### src/rtl/vga_arb_pkg.sv
// Shared types and sizing for the VGA display-memory arbiter.
package vga_arb_pkg;

    localparam int ADDR_W           = 4;
    localparam int DATA_W           = 8;
    localparam int STARVE_W         = 10;
    localparam int STARVE_LIMIT_DEF = 800;

    typedef enum logic [2:0] {
        ST_IDLE      = 3'd0,
        ST_PEND      = 3'd1,
        ST_WR_SETUP  = 3'd2,
        ST_WR_COMMIT = 3'd3,
        ST_ACK       = 3'd4
    } arb_state_t;

endpackage

### src/rtl/vga_arb_starve_cnt.sv
// Saturating wait counter: raises force_wr once a pending write has waited LIMIT active-video cycles.
module vga_arb_starve_cnt
    import vga_arb_pkg::*;
#(
    parameter int LIMIT = STARVE_LIMIT_DEF
) (
    input  logic clk_sys,
    input  logic rst_b,
    input  logic incr,
    input  logic clr,
    output logic force_wr
);

    localparam logic [STARVE_W-1:0] LIMIT_V = STARVE_W'(LIMIT);

    logic [STARVE_W-1:0] cnt;

    always_ff @(posedge clk_sys or negedge rst_b) begin
        if (!rst_b) begin
            cnt <= '0;
        end else if (clr) begin
            cnt <= '0;
        end else if (incr && (cnt != LIMIT_V)) begin
            cnt <= cnt + 1'b1;
        end
    end

    assign force_wr = (cnt == LIMIT_V);

endmodule

### src/rtl/vga_mem_arbiter.sv
// Shares one display-memory port between VGA reads and a blanking-time writer.
// Build option VGA_ARB_STARVE_FORCE_EN forces a write that has starved through active video.
module vga_mem_arbiter
    import vga_arb_pkg::*;
#(
    parameter int STARVE_LIMIT = STARVE_LIMIT_DEF
) (
    input  logic              CLK,
    input  logic              RESET,
    input  logic              Blank,
    input  logic [ADDR_W-1:0] VgaAddr,
    output logic [DATA_W-1:0] VgaData,
    input  logic              WrReq,
    input  logic [ADDR_W-1:0] WrAddr,
    input  logic [DATA_W-1:0] WrData,
    output logic              WrAck,
    output logic [ADDR_W-1:0] MemAddr,
    output logic [DATA_W-1:0] MemWrData,
    output logic              MemWE,
    input  logic [DATA_W-1:0] MemRdData,
    output logic              Busy
);

    // state        | meaning
    // ST_IDLE      | no request held; VGA owns the port
    // ST_PEND      | request latched, waiting for blanking (or force)
    // ST_WR_SETUP  | writer drives address/data, write not yet committed
    // ST_WR_COMMIT | MemWE pulse
    // ST_ACK       | WrAck held until the requester drops WrReq

    arb_state_t        state;
    logic [ADDR_W-1:0] lat_addr;
    logic [DATA_W-1:0] lat_data;
    logic              wr_own;
    logic              force_wr;

`ifdef VGA_ARB_STARVE_FORCE_EN
    logic starve_incr;
    logic starve_clr;

    assign starve_incr = (state == ST_PEND) && !Blank;
    // WR_COMMIT always leads to ACK, so clearing there clears on ACK entry.
    assign starve_clr  = (state == ST_IDLE) || (state == ST_WR_COMMIT);

    vga_arb_starve_cnt #(
        .LIMIT(STARVE_LIMIT)
    ) u_starve_cnt (
        .clk_sys  (CLK),
        .rst_b    (RESET),
        .incr     (starve_incr),
        .clr      (starve_clr),
        .force_wr (force_wr)
    );
`else
    assign force_wr = 1'b0;
`endif

    always_ff @(posedge CLK or negedge RESET) begin
        if (!RESET) begin
            state    <= ST_IDLE;
            lat_addr <= '0;
            lat_data <= '0;
            wr_own   <= 1'b0;
            MemWE    <= 1'b0;
            WrAck    <= 1'b0;
            Busy     <= 1'b0;
        end else begin
            case (state)
                ST_IDLE: begin
                    if (WrReq) begin
                        lat_addr <= WrAddr;
                        lat_data <= WrData;
                        Busy     <= 1'b1;
                        state    <= ST_PEND;
                    end
                end
                ST_PEND: begin
                    if (Blank || force_wr) begin
                        wr_own <= 1'b1;
                        state  <= ST_WR_SETUP;
                    end
                end
                ST_WR_SETUP: begin
                    // Blanking ended before commit: give the port back and retry later.
                    if (!Blank && !force_wr) begin
                        wr_own <= 1'b0;
                        state  <= ST_PEND;
                    end else begin
                        MemWE <= 1'b1;
                        state <= ST_WR_COMMIT;
                    end
                end
                ST_WR_COMMIT: begin
                    MemWE  <= 1'b0;
                    wr_own <= 1'b0;
                    WrAck  <= 1'b1;
                    state  <= ST_ACK;
                end
                ST_ACK: begin
                    if (!WrReq) begin
                        WrAck <= 1'b0;
                        Busy  <= 1'b0;
                        state <= ST_IDLE;
                    end
                end
                default: begin
                    wr_own <= 1'b0;
                    MemWE  <= 1'b0;
                    WrAck  <= 1'b0;
                    Busy   <= 1'b0;
                    state  <= ST_IDLE;
                end
            endcase
        end
    end

    always_ff @(posedge CLK or negedge RESET) begin
        if (!RESET) begin
            VgaData <= '0;
        end else if (!wr_own) begin
            VgaData <= MemRdData;
        end
    end

    assign MemAddr   = wr_own ? lat_addr : VgaAddr;
    assign MemWrData = lat_data;

endmodule

### config.mk
export PLATFORM = sky130hd
export DESIGN_NAME = vga_mem_arbiter
export DESIGN_NICKNAME = d
export VERILOG_FILES = /design/src/rtl/vga_arb_pkg.sv /design/src/rtl/vga_arb_starve_cnt.sv /design/src/rtl/vga_mem_arbiter.sv
export SDC_FILE = /design/constraint.sdc
export NUM_CORES = 1
export LEC_CHECK = 0
export BUFFER_PORTS_ARGS = -buffer_cell sky130_fd_sc_hd__clkbuf_2
export CAP_MARGIN = 0
export CORE_ASPECT_RATIO = 1.5
export CORE_MARGIN = 3
export CORE_UTILIZATION = 35
export CTS_BUF_LIST = sky130_fd_sc_hd__clkbuf_8 sky130_fd_sc_hd__clkbuf_16
export CTS_CLUSTER_DIAMETER = 100
export CTS_CLUSTER_SIZE = 10
export DETAILED_ROUTE_END_ITERATION = 6
export PLACE_DENSITY = 0.65
export SYNTH_ARGS = -nofsm -noshare
export SYNTH_HDL_FRONTEND = slang
export SYNTH_SLANG_ARGS = --single-unit
### constraint.sdc
create_clock -name CLK -period 1.9 [get_ports CLK]
set_input_delay 0.38 -clock CLK [delete_from_list [all_inputs] [get_ports CLK]]
set_output_delay 0.38 -clock CLK [all_outputs]
set_load 0.02 [all_outputs]
# --- After elaboration in Yosys (flattened, before gate mapping) ---
# Cells that the tools add are included.
word_totals:
  register_bits: 27
  input_bits: 28
  out_inout_bits: 23
  wordCells: 46
op_classes:
  n_eq_ne: 9
  mux: 14
  bitwise_logic: 4
  n_reduce_logical: 11
op_table:
  columns: ["cell", "n"]
  rows:
  - ["case mux 3 bit (5 select lines)", 1]
  - ["!= test 2 bit (second input constant)", 5]
  - ["2-to-1 mux 3 bit", 3]
  - ["case mux 1 bit (3 select lines)", 3]
  - ["AND reduction 3 bit", 3]
  - ["OR reduction 3 bit", 3]
  - ["equality test 3 x 2 -> 1 bit (second input constant)", 2]
  - ["AND reduction 2 bit", 3]
  - ["2-to-1 mux 1 bit", 4]
  - ["2-to-1 mux 4 bit", 1]
  - ["inverter 1 bit", 4]
  - ["equality test 3 x 1 -> 1 bit (second input constant)", 1]
  - ["equality test 3 bit (second input constant)", 1]
  - ["logical NOT 3 bit", 1]
  - ["2-to-1 mux 2 bit", 1]
  - ["case mux 1 bit (2 select lines)", 1]
  - ["OR reduction 2 bit", 1]

# --- Logic depth before layout (Yosys ltp) ---
logic_depth:
  depth_word: 4
  depth_mapped: 4
  mapped_depth_nobuf: 2

# --- Worst setup path after synthesis ---
# No wires, ideal clock.
synth_path:
  kind: "reg2reg"
  startpoint: "register state[1]"
  endpoint: "register lat_data[0] (netlist: MemWrData[0])"
  setup_ns: 0.125
  arrival_ns: 1.313
  t_required_ns: 1.775
  setup_slack_ns: 0.462
  stages_incl_launch_ff: 5
  period_less_slack_ns: 1.438
  cell_sequence: "dfrtp_1 buf_6 nor4b_4 buf_6 mux2_2"
synth_via:
  elab_chain_len: 2
synth_rtl:
  columns: ["item", "line_no", "rtl"]
  rows:
  - ["start, declared", "vga_mem_arbiter.sv:31", "arb_state_t state;"]
  - ["start signal, assigned", "vga_mem_arbiter.sv:60", "state <= ST_IDLE;"]
  - ["start signal, assigned", "vga_mem_arbiter.sv:74", "state <= ST_PEND;"]
  - ["start signal, assigned", "vga_mem_arbiter.sv:80", "state <= ST_WR_SETUP;"]
  - ["logical NOT 3 bit", "vga_mem_arbiter.sv:68", "case (state)"]
  - ["AND reduction 2 bit (no source line)", null, null]
  - ["end signal, assigned", "vga_mem_arbiter.sv:72", "lat_data <= WrData;"]
  - ["end, declared", "vga_mem_arbiter.sv:33", "logic [DATA_W-1:0] lat_data;"]
# Every way passes these cells.
# A chain may end at the register's enable or synchronous reset.

# --- Worst setup path after layout ---
layout_path:
  startpoint: "register wr_own"
  endpoint: "output MemAddr[0]"
layout_via:
  elab_chain_len: 1
layout_rtl:
  columns: ["item", "line_no", "rtl"]
  rows:
  - ["start, declared", "vga_mem_arbiter.sv:34", "logic wr_own;"]
  - ["start signal, assigned", "vga_mem_arbiter.sv:63", "wr_own <= 1'b0;"]
  - ["start signal, assigned", "vga_mem_arbiter.sv:79", "wr_own <= 1'b1;"]
  - ["start signal, assigned", "vga_mem_arbiter.sv:86", "wr_own <= 1'b0;"]
  - ["2-to-1 mux 4 bit", "vga_mem_arbiter.sv:125", "assign MemAddr = wr_own ? lat_addr : VgaAddr;"]
  - ["end, declared", "vga_mem_arbiter.sv:17", "output logic [ADDR_W-1:0] MemAddr,"]
# Every way passes these cells.

==> impl_metrics.csv <==
group,metric,value,unit
route,dr_total_vias,793,
cells_and_area,final_util,47.0,%
cells_and_area,fin_nets,156,
critical_path,startpoint_type,"flop",
critical_path,worstPathMaxFanout,7,
place,dp_hpwl,1.71,mm
route,drt_pass1_iterations,4,
yosys,synth_fp_nets,104,
route,drc,0,
clocking,cts_buffer_depth,2,
route,routed_via_density,4.75,
yosys,synthDistinctLibCells,18,
yosys,synth_simple_gate_area_share,7.99,%
yosys,synth_area,1160,um^2
power,ir_drop,746,uV
critical_path,critical_path_class,"reg2out",
cells_and_area,mostFrequentLayoutCells,"clkbuf_2 (50), dfrtp_1 (27), mux2_2 (25)",
cells_and_area,diodes,0,
power,leakage,0.713,nW
route,avgRoutedWirePerCell,13.2,um
sta,worstMarginPinSlew,0.657,ns
sta,finalSetupViolations,0,
floorplanning,core-area,3160,um^2
clocking,clk_latency,0.27,ns
cells_and_area,n_fill_cell,322,
sta,post-route-min-period,1.65,ns
sta,rsz0062_at_grt,"false",
yosys,synth_xor_area_share,0.756,%
sta,final_hold_viol_count,0,
cells_and_area,final_common_cell,"clkbuf_2",
status,status,"finished, final reports clean",
yosys,synth_compound_area_share,4.21,%
sta,relSlewSlack,56.2,%
yosys,synth_top_family_by_area,"multiplexers",
sta,worst_slack,0.246,ns
yosys,synthAdderAreaFrac,0.864,%
sta,max_freq,605,MHz
sta,maxSlewViolCount,0,
yosys,synth_seq_area_share,58.3,%
clocking,post-cts-setup-buffers,0,
clocking,h-tree-depth,1,
route,routed_wl,2.21,mm
clocking,cts.sinks,27,
global_routing,grt.overflow.total,0,
floorplanning,die_x,53.0,um
place,pre_cts_ws,0.386,ns
global_routing,grt_pass1_vias,829,
clocking,clk_pin_slew,0.09,ns
floorplanning,die_y,76.5,um
sta,fin_skew,0.000943,ns
floorplanning,initial_core_util,36.7,%
power,powerDensity,1800,nW/um^2
floorplanning,dieArea,4050,um^2
yosys,syn_avg_cell_area,15.2,um^2
clocking,tritoncts,"yes",
clocking,cts_root_buf,"clkbuf_8",
clocking,post_cts_resized,0,
critical_path,arrival,1.27,ns
sta,period_share,87.1,%
critical_path,required,1.52,ns
floorplanning,ios,51,
yosys,yosys_register_bits,27,
cells_and_area,synthToLayoutAreaGrowth,28.2,%
critical_path,end_kind,"output pin",
yosys,ys_warn_count,0,
place,port_buffers,50,
clocking,cts-buffers-inserted,3,
flow_run,cap_violations,0,
yosys,synth.mux.area_fraction,24.3,%
min_path,hold_class,"in2async",
floorplanning,std_cell_rows,25,
global_routing,grt_usage,11.5,%
global_routing,grt_pass1_wl,3.58,mm
route,ant_nets,0,
clocking,hold_buffers,0,
global_routing,antenna_found_initial,0,
global_routing,grt_max_degree,28,
cells_and_area,drive_gt1_share,65.4,%
yosys,synth_cells,76,
power,fin_total_pwr,0.00267,W
place,place_congestion,0.675,
sta,setup_tns,0,ns
route,drt_iter0_drc,14,
-- cell type report --
type | instances | area, um^2 | area share (%)
clock buffers | 3 | 41.3 | 2.78
clock inverters | 1 | 7.51 | 0.505
inverters | 1 | 3.75 | 0.253
multi-input cells | 43 | 442 | 29.7
flip-flops and latches | 27 | 676 | 45.5
well taps | 40 | 50.0 | 3.37
repair buffers | 52 | 265 | 17.9
-- power by group --
| group | switching [W] | total (W) | internal (W) |
|---|---|---|---|
| Combinational | 0.000634 | 0.00125 | 0.000618 |
| Sequential | 0.000232 | 0.00109 | 0.000861 |
| Clock | 0.000177 | 0.000326 | 0.000149 |
-- cell usage after synthesis, drive strengths merged --
cell type / n / share of area [%]
or3b: 1 / 0.76
buf: 5 / 3.2
o2bb2ai: 1 / 0.76
inv: 1 / 0.32
mux2: 25 / 24
and4bb: 1 / 1.1
maj3: 1 / 0.86
nor4bb: 2 / 1.7
a21oi: 3 / 1.3
o21bai: 1 / 0.65
xor2: 1 / 0.76
nor4b: 1 / 2.1
dfrtp: 27 / 58
and2: 1 / 0.54
nor3b: 2 / 1.3
and3: 1 / 0.54
a211o: 2 / 1.5
-- state kept, by name, indices dropped and copies added, names as in the netlist --
| register | cells |
|---|---|
| state | 3 |
| WrAck | 1 |
| Busy | 1 |
| MemWrData | 8 |
| MemWE | 1 |
| lat_addr | 4 |
| VgaData | 8 |
| wr_own | 1 |
-- logic make-up after synthesis --
kind of cell / count (synthesis)
AOI/OAI and AO/OA: 7
and+or+nand+nor: 9
xor gates and xnor gates: 1
muxes: 25
DFF: 27
buffers and inverters: 6
adders and majority gates: 1
-- critical path: stages (launching register included) --
cell and delay, ns:
dfrtp_1 0.48, mux2_2 0.37, clkbuf_2 0.16
-- routing by layer --
layer / up-vias / GRT usage (%) / wire (um)
li1: 374 / - / -
met1: 396 / 13.5 / 904
met2: 21 / 19.8 / 1180
met3: 2 / 2.15 / 102
met4: 0 / 4.60 / 27
met5: - / 0 / 0
-- path summary, 6_finish.rpt --
check | start | endpoint | slack [ns] | cells after the start
max in group asynchronous | RESET | lat_addr[3]$_DFFE_PN0P_ | 1.35 | 1
min in group CLK | WrAddr[2] | lat_addr[2]$_DFFE_PN0P_ | 0.34 | 2
worst min register to register | VgaData[4]$_DFFE_PN0N_ | VgaData[4]$_DFFE_PN0N_ | 0.51 | 1
worst max register to register | state[0]$_DFFE_PN0P_ | MemWrData[5]$_DFFE_PN0P_ | 0.38 | 3
worst max-delay path | wr_own$_DFFE_PN0P_ | MemAddr[0] | 0.25 | 2
worst min-delay path | RESET | MemWrData[3]$_DFFE_PN0P_ | 0.12 | 1
-- through the flow --
stage	cells	hold WS (ns)	instance area (um^2)
final	167	0.120	1490
after global routing	167	0.179	1490
after CTS	167	0.150	1490
after detailed placement	163	0.450	1440
after global placement	163	0.436	1440
after floorplan	76	0.0844	1160
No activity file was read; power rests on OpenSTA's default activity.
